## config.mk

```make
export PLATFORM = sky130hd
export DESIGN_NAME = laser_unit_flat
export DESIGN_NICKNAME = d
export VERILOG_FILES = /design/src/rtl/space_pkg.sv /design/src/rtl/laser_if.sv /design/src/rtl/frame_tick_gen.sv /design/src/rtl/laser_unit.sv /design/src/flat_wrapper.sv
export SDC_FILE = /design/constraint.sdc
export NUM_CORES = 1
export LEC_CHECK = 0
export CORE_AREA = 2 2 107 109
export CTS_CLUSTER_DIAMETER = 80
export DETAILED_ROUTE_END_ITERATION = 10
export DIE_AREA = 0 0 109 111
export PLACE_DENSITY = 0.67
export SYNTH_ARGS = -nofsm -noshare
export SYNTH_HDL_FRONTEND = slang
export SYNTH_SLANG_ARGS = --single-unit
```

## constraint.sdc

```tcl
create_clock -name clk -period 4.1 [get_ports clk]
set_input_delay 0.41 -clock clk [delete_from_list [all_inputs] [get_ports clk]]
set_output_delay 0.41 -clock clk [all_outputs]
set_load 0.01 [all_outputs]
```

## src/rtl/space_pkg.sv

```systemverilog
// Shared constants, state encoding and debug view for the play-screen units
// (laser, ship, alien).
package space_pkg;

  localparam int H_ACTIVE = 640;
  localparam int V_ACTIVE = 480;

  localparam logic [7:0] COLOR_BLACK = 8'h00;
  localparam logic [7:0] COLOR_GREEN = 8'b000_111_00;
  localparam logic [7:0] COLOR_RED   = 8'b111_000_00;
  localparam logic [7:0] COLOR_WHITE = 8'hff;

  localparam int SHIP_W_DEF  = 32;
  localparam int LASER_W_DEF = 2;
  localparam int LASER_H_DEF = 8;
  localparam int ALIEN_W_DEF = 32;
  localparam int ALIEN_H_DEF = 16;

  localparam int COOL_W = 8;

  typedef enum logic [1:0] {
    ST_READY    = 2'd0,
    ST_FLYING   = 2'd1,
    ST_COOLDOWN = 2'd2
  } laser_state_t;

  typedef struct packed {
    laser_state_t      state;
    logic [9:0]        laser_x;
    logic [9:0]        laser_y;
    logic [COOL_W-1:0] cool_cnt;
  } laser_dbg_t;

endpackage

```

## src/rtl/laser_if.sv

```systemverilog
// Pixel/position inputs and drawing/event outputs of the laser unit.
interface laser_if;
  import space_pkg::*;

  logic [9:0] x;
  logic [9:0] y;
  logic       shoot;
  logic [9:0] ship_x;
  logic [9:0] ship_y;
  logic [9:0] alien_x;
  logic [9:0] alien_y;
  logic       alien_alive;
  logic [7:0] laser_color;
  logic       laser_active;
  logic       hit;
  logic       miss;
  laser_dbg_t dbg;

  // Valid/ready semantics do not apply: every signal is sampled each clock.
  // shoot, hit and miss are single-cycle pulses; the rest are levels.
  modport master (
    output x, y, shoot, ship_x, ship_y, alien_x, alien_y, alien_alive,
    input  laser_color, laser_active, hit, miss, dbg
  );

  modport slave (
    input  x, y, shoot, ship_x, ship_y, alien_x, alien_y, alien_alive,
    output laser_color, laser_active, hit, miss, dbg
  );

endinterface

```

## src/rtl/frame_tick_gen.sv

```systemverilog
// One-cycle pulse when the scan position first lands on (0, TICK_LINE).
module frame_tick_gen #(
  parameter int TICK_LINE = 480
) (
  input  logic       clk,
  input  logic       reset,
  input  logic [9:0] x,
  input  logic [9:0] y,
  output logic       tick
);

  logic match;
  logic match_q;

  assign match = (x == 10'd0) && (y == 10'(TICK_LINE));

  always_ff @(posedge clk) begin
    if (reset) match_q <= 1'b0;
    else       match_q <= match;
  end

  // Edge detect so a position held for several cycles still ticks once.
  assign tick = match && !match_q;

endmodule

```

## src/rtl/laser_unit.sv

```systemverilog
// Player laser: fire from the ship nose, climb once per frame, report hit/miss,
// then hold off new shots for a frame-counted cooldown.
module laser_unit
  import space_pkg::*;
#(
  parameter int         SHIP_W          = SHIP_W_DEF,
  parameter int         LASER_W         = LASER_W_DEF,
  parameter int         LASER_H         = LASER_H_DEF,
  parameter int         ALIEN_W         = ALIEN_W_DEF,
  parameter int         ALIEN_H         = ALIEN_H_DEF,
  parameter int         SPEED           = 4,
  parameter int         COOLDOWN_FRAMES = 8,
  parameter int         TICK_LINE       = 480,
  parameter logic [7:0] LASER_COLOR     = COLOR_GREEN
) (
  input logic   clk,
  input logic   reset,
  laser_if.slave bus
);

  localparam logic [9:0]        NOSE_OFF = 10'(SHIP_W / 2 - LASER_W / 2);
  localparam logic [9:0]        LH10     = 10'(LASER_H);
  localparam logic [9:0]        SPEED10  = 10'(SPEED);
  localparam logic [10:0]       LW11     = 11'(LASER_W);
  localparam logic [10:0]       LH11     = 11'(LASER_H);
  localparam logic [10:0]       AW11     = 11'(ALIEN_W);
  localparam logic [10:0]       AH11     = 11'(ALIEN_H);
  localparam logic [COOL_W-1:0] CD_INIT  = COOL_W'(COOLDOWN_FRAMES);

  laser_state_t      state, state_d;
  logic [9:0]        laser_x, laser_x_d;
  logic [9:0]        laser_y, laser_y_d;
  logic [COOL_W-1:0] cool_cnt, cool_d;
  logic              hit_q, hit_d;
  logic              miss_q, miss_d;
  logic              tick;
  logic              overlap;
  logic              in_x, in_y;
  logic              active;
  logic [7:0]        color;

  frame_tick_gen #(.TICK_LINE(TICK_LINE)) u_tick (
    .clk   (clk),
    .reset (reset),
    .x     (bus.x),
    .y     (bus.y),
    .tick  (tick)
  );

  // Widened to 11 bits so edge+size never wraps near the screen limit.
  assign overlap = bus.alien_alive
                && ({1'b0, laser_x} < {1'b0, bus.alien_x} + AW11)
                && ({1'b0, bus.alien_x} < {1'b0, laser_x} + LW11)
                && ({1'b0, laser_y} < {1'b0, bus.alien_y} + AH11)
                && ({1'b0, bus.alien_y} < {1'b0, laser_y} + LH11);

  always_ff @(posedge clk) begin
    if (reset) begin
      state    <= ST_READY;
      laser_x  <= '0;
      laser_y  <= '0;
      cool_cnt <= '0;
      hit_q    <= 1'b0;
      miss_q   <= 1'b0;
    end else begin
      state    <= state_d;
      laser_x  <= laser_x_d;
      laser_y  <= laser_y_d;
      cool_cnt <= cool_d;
      hit_q    <= hit_d;
      miss_q   <= miss_d;
    end
  end

  always_comb begin
    state_d   = state;
    laser_x_d = laser_x;
    laser_y_d = laser_y;
    cool_d    = cool_cnt;
    hit_d     = 1'b0;
    miss_d    = 1'b0;
    case (state)
      ST_READY: begin
        if (bus.shoot) begin
          state_d   = ST_FLYING;
          laser_x_d = bus.ship_x + NOSE_OFF;
          laser_y_d = (bus.ship_y < LH10) ? 10'd0 : bus.ship_y - LH10;
        end
      end
      ST_FLYING: begin
        // Hit is tested first so it wins over a same-tick exit at the top.
        if (tick) begin
          if (overlap) begin
            hit_d   = 1'b1;
            state_d = ST_COOLDOWN;
            cool_d  = CD_INIT;
          end else if (laser_y < SPEED10) begin
            miss_d  = 1'b1;
            state_d = ST_COOLDOWN;
            cool_d  = CD_INIT;
          end else begin
            laser_y_d = laser_y - SPEED10;
          end
        end
      end
      ST_COOLDOWN: begin
        if (cool_cnt == '0) begin
          state_d = ST_READY;
        end else if (tick) begin
          cool_d = cool_cnt - 1'b1;
          if (cool_cnt == COOL_W'(1)) state_d = ST_READY;
        end
      end
      default: state_d = ST_READY;
    endcase
  end

  always_comb begin
    active = (state == ST_FLYING);
    in_x   = ({1'b0, bus.x} >= {1'b0, laser_x}) && ({1'b0, bus.x} < {1'b0, laser_x} + LW11);
    in_y   = ({1'b0, bus.y} >= {1'b0, laser_y}) && ({1'b0, bus.y} < {1'b0, laser_y} + LH11);
    color  = (active && in_x && in_y) ? LASER_COLOR : 8'h00;
  end

  assign bus.laser_color  = color;
  assign bus.laser_active = active;
  assign bus.hit          = hit_q;
  assign bus.miss         = miss_q;
  assign bus.dbg          = '{state: state, laser_x: laser_x, laser_y: laser_y, cool_cnt: cool_cnt};

endmodule

```

## src/flat_wrapper.sv

```systemverilog
// flat-port wrapper written by rule: the top's interface ports become plain ports
module laser_unit_flat import space_pkg::*;
#(
  parameter int         SHIP_W          = SHIP_W_DEF,
  parameter int         LASER_W         = LASER_W_DEF,
  parameter int         LASER_H         = LASER_H_DEF,
  parameter int         ALIEN_W         = ALIEN_W_DEF,
  parameter int         ALIEN_H         = ALIEN_H_DEF,
  parameter int         SPEED           = 4,
  parameter int         COOLDOWN_FRAMES = 8,
  parameter int         TICK_LINE       = 480,
  parameter logic [7:0] LASER_COLOR     = COLOR_GREEN
)
  (clk, reset, bus_x, bus_y, bus_shoot, bus_ship_x, bus_ship_y, bus_alien_x, bus_alien_y, bus_alien_alive, bus_laser_color, bus_laser_active, bus_hit, bus_miss, bus_dbg);
  laser_if bus_i ();
  input logic clk;
  input logic reset;
  input wire logic [$bits(bus_i.x)-1:0] bus_x;
  input wire logic [$bits(bus_i.y)-1:0] bus_y;
  input wire logic [$bits(bus_i.shoot)-1:0] bus_shoot;
  input wire logic [$bits(bus_i.ship_x)-1:0] bus_ship_x;
  input wire logic [$bits(bus_i.ship_y)-1:0] bus_ship_y;
  input wire logic [$bits(bus_i.alien_x)-1:0] bus_alien_x;
  input wire logic [$bits(bus_i.alien_y)-1:0] bus_alien_y;
  input wire logic [$bits(bus_i.alien_alive)-1:0] bus_alien_alive;
  output wire logic [$bits(bus_i.laser_color)-1:0] bus_laser_color;
  output wire logic [$bits(bus_i.laser_active)-1:0] bus_laser_active;
  output wire logic [$bits(bus_i.hit)-1:0] bus_hit;
  output wire logic [$bits(bus_i.miss)-1:0] bus_miss;
  output wire logic [$bits(bus_i.dbg)-1:0] bus_dbg;
  assign bus_i.x = bus_x;
  assign bus_i.y = bus_y;
  assign bus_i.shoot = bus_shoot;
  assign bus_i.ship_x = bus_ship_x;
  assign bus_i.ship_y = bus_ship_y;
  assign bus_i.alien_x = bus_alien_x;
  assign bus_i.alien_y = bus_alien_y;
  assign bus_i.alien_alive = bus_alien_alive;
  assign bus_laser_color = bus_i.laser_color;
  assign bus_laser_active = bus_i.laser_active;
  assign bus_hit = bus_i.hit;
  assign bus_miss = bus_i.miss;
  assign bus_dbg = bus_i.dbg;
  laser_unit #(.SHIP_W(SHIP_W), .LASER_W(LASER_W), .LASER_H(LASER_H), .ALIEN_W(ALIEN_W), .ALIEN_H(ALIEN_H), .SPEED(SPEED), .COOLDOWN_FRAMES(COOLDOWN_FRAMES), .TICK_LINE(TICK_LINE), .LASER_COLOR(LASER_COLOR)) u_core (.clk(clk), .reset(reset), .bus(bus_i));
endmodule
```

==> flow_summary.toml <==
[outcome]
run_status = "finished clean"

[drt]
firstDrtPassIters = 4
routed-via-count = 4401
violation_count_after_the_first_detailed_routing_iteration = 178
detail_route.wl_per_cell_um = 15.76
postRouteWirelength_um = 12340
post_drt_via_cell_ratio = 5.621
postRouteAntennaNets = 0
drc_errors = 0

[clocking]
cts.sinks = 33
max-clock-path-buffers = 2
clock_latency_ns = 0.28
cts.root.buffer_cell = "clkbuf_16"
max_h_tree_level = 2
setup_buffers_after_cts = 0
post_cts.resized_instances = 0
tritoncts = "built"
numCtsBuffers = 5
worst_setup_hold_path_clk_slew_ns = 0.05
cts_hold_buf = 0

[power_and_ir_drop]
power.share.clock = 0.139
pwr_cell_area_nw_per_um2 = 466.3
power.static_leakage_nw = 2.197
combinationalPowerShare = 0.641
power_switching_share = 0.4764
ir_drop_uv = 228.4
p_sw_mw = 1.235
share_seq_of_total_power = 0.219
totalPowerFinal_mw = 2.593
internal_cell_power_mw = 1.358

[cells_and_area]
syn_to_final_growth_pct = 28.66
diodes = 0
num-nets-final = 785
mostFrequentLayoutCell = "clkdlybuf4s50_1"
ff_latch_area_um2 = 660.6
layout.filler_cells = 1077
drive_above_1_share = 0.06250
top_library_cells_by_usage_in_the_layout_fill_and_taps_aside = "clkdlybuf4s50_1 (99), ha_1 (82), inv_1 (46)"
multi_input_area_um2 = 3392

[logic_synthesis]
ys_dominant_reg_cell = "dfxtp_1"
yosys_warnings = 0
synth_fa_ha_area_frac = 0.2397
syn-cell-area_um2 = 4322
syn_area_per_cell_um2 = 7.915
area_share_of_and_or_nand_nor_cells_after_synthesis = 0.2284
ys_types = 75
async_reset_ff_frac = 0
synth_seq_area_share = 0.1529
synth-xor-area-share = 0.05848
combinational_family_with_the_most_area_after_synthesis = "compound AO/OA/AOI/OAI gates"
syn_inst = 546
muxShareOfSynthArea = 0.002316
count_of_flip_flops_with_a_built_in_enable_after_synthesis = 0
compound_gate_portion_of_the_synthesized_area = 0.2516
yosys_register_bits = 33

[run]
max_cap_viols = 0

[worst_hold_path]
holdCritPathClass = "register to register"
hold_path_depth = 2

[sta]
tightest_slew_ns = 0.9710
finalWorstPathRequiredPeriod_ns = 3.697
max_freq_mhz = 270.5
setup-tns-final_ns = 0
timing_hold_violations_final = 0
setup_violations = 0
timing.clock.skew_ns = 0.004427
timing.final.crit_share = 0.9017
max_slew_margin = 0.3507
final.setup.worst_slack_ns = 0.4031
maxSlewViolCount = 0
rsz_0062_raised_after_global_routing = "no"

[floorplanning]
initial_core_util = 0.3902
fp.dieH_um = 111
core_rows = 39
die_x_um = 109
fp.coreArea_um2 = 11080
i_o_pin_cnt = 105
die_area_um2 = 12100

[worst_setup_path]
timing.critical_path.arrival_ns = 3.29
critical_path_peak_fanout = 9
kind_of_start_point_of_the_critical_path = "register"
crit_type = "register to output pin"
critPathCaptureType = "output pin"
worstRegToRegCells = 12
worst_path_required_time_ns = 3.69

[placed_design]
port_buffers = 99
dp_worst_setup_slack_ns = 0.6046
hpwl_um = 10120
routabilityCongestion = 0.8924

[grt]
number_of_antenna_violations_at_the_first_check_in_global_routing = 0
global_route.overflow_total = 0
first_global_vias = 4321
grt.total_usage = 0.2093
wire_length_of_the_first_global_routing_pass_um = 20500
grt_start_max_net_pins = 27
-- state kept, by name (all words and copies together), names as in the netlist --
signal / flops
u_core.laser_y: 10
u_core.laser_x: 10
u_core.cool_cnt: 8
u_core.u_tick.match_q: 1
u_core.bus.miss: 1
u_core.bus.hit: 1
u_core.state: 2
-- synthesized netlist by cell type (2+ instances only) --
library cell,n,area share
a21oi_1,32,0.037
nand3_2,2,0.0046
buf_2,2,0.0023
and3_4,2,0.0052
a21boi_0,4,0.0069
nor4_1,6,0.0087
nand2b_1,12,0.017
a211oi_2,3,0.0087
a221oi_1,4,0.0081
nor4b_2,2,0.0069
o21ai_0,43,0.050
nor2_1,32,0.028
ha_1,82,0.24
a31oi_1,4,0.0058
a22o_1,2,0.0041
nor2b_1,9,0.013
xnor2_1,18,0.036
xor2_1,9,0.018
nor3_1,21,0.024
a211oi_1,11,0.019
inv_1,46,0.040
a21bo_2,2,0.0046
nand4_1,8,0.012
a311oi_1,5,0.010
clkbuf_1,9,0.0078
buf_4,8,0.014
o2111ai_1,3,0.0061
or2_2,2,0.0029
nand3_1,16,0.019
o211ai_1,6,0.010
a21o_1,3,0.0052
o31ai_1,11,0.019
nand2_1,31,0.027
o21a_1,7,0.012
or3_1,7,0.010
and3_1,5,0.0072
nor3b_1,5,0.0087
dfxtp_1,33,0.15
o22ai_1,2,0.0029
and2_1,2,0.0029
-- critical path, stage by stage (launching register included) --
cell	delay, ns
dfxtp_1	0.58
ha_1	0.27
nand3_2	0.12
nor3_1	0.20
xnor2_1	0.13
ha_1	0.21
maj3_1	0.33
a31oi_1	0.17
o21ai_0	0.09
and4b_1	0.34
clkdlybuf4s50_1	0.57
-- power groups by stage --
| stage | clock network, mW | logic (mW) | registers [mW] |
|---|---|---|---|
| after floorplan | 0 | 1.11 | 0.538 |
| final | 0.361 | 1.66 | 0.569 |
| after CTS | 0.369 | 1.66 | 0.565 |
| after global placement | 0 | 1.62 | 0.569 |
| after global routing | 0.384 | 1.87 | 0.587 |
| after detailed placement | 0 | 1.65 | 0.572 |
-- layout make-up --
class | count | share of cell area
clock inverters | 3 | 0.003150
clock buffers | 5 | 0.02250
multi-input cells | 450 | 0.6100
flip-flops and latches | 33 | 0.1188
repair buffers | 101 | 0.1809
well taps | 143 | 0.03218
inverters | 48 | 0.03240
-- per-stage QoR --
| step | hold slack (ns) | util | instance area, um^2 | std cells |
|---|---|---|---|---|
| floorplan | 0.5035 | - | 4337 | 550 |
| global placement | 0.5012 | 0.4891 | 5418 | 775 |
| detailed placement | 0.4982 | 0.4891 | 5418 | 775 |
| CTS | 0.5203 | 0.5020 | 5560 | 783 |
| global route | 0.5390 | 0.5020 | 5560 | 783 |
| finish | 0.5165 | 0.5020 | 5560 | 783 |
-- layer usage --
metal | wire length (um) | vias up | GRT usage
li1 | - | 2203 | -
met1 | 5754 | 2062 | 0.2872
met2 | 5644 | 116 | 0.3358
met3 | 640 | 20 | 0.02528
met4 | 299 | 0 | 0.07094
met5 | 0 | - | 0
-- worst paths after layout --
kind / from / end / slack, ns
max: u_core.laser_x[1] / bus_laser_color[2] / 0.40
min: u_core.cool_cnt[5] / u_core.cool_cnt[5] / 0.52
max reg2reg: u_core.laser_y[4] / u_core.laser_y[8] / 0.71
min reg2reg: u_core.cool_cnt[5] / u_core.cool_cnt[5] / 0.52
-- kinds of logic (layout without fill, tap and decap cells) --
kind of cell,Yosys count,count (layout)
flip-flops,33,33
multiplexers,1,1
XOR/XNOR,28,28
adder cells (fa/ha/maj),83,83
AO/OA/AOI/OAI,158,158
buffers and inverters,67,157
other,1,5
AND/OR/NAND/NOR,175,175
Note: power is estimated with default switching activity, not from simulation.
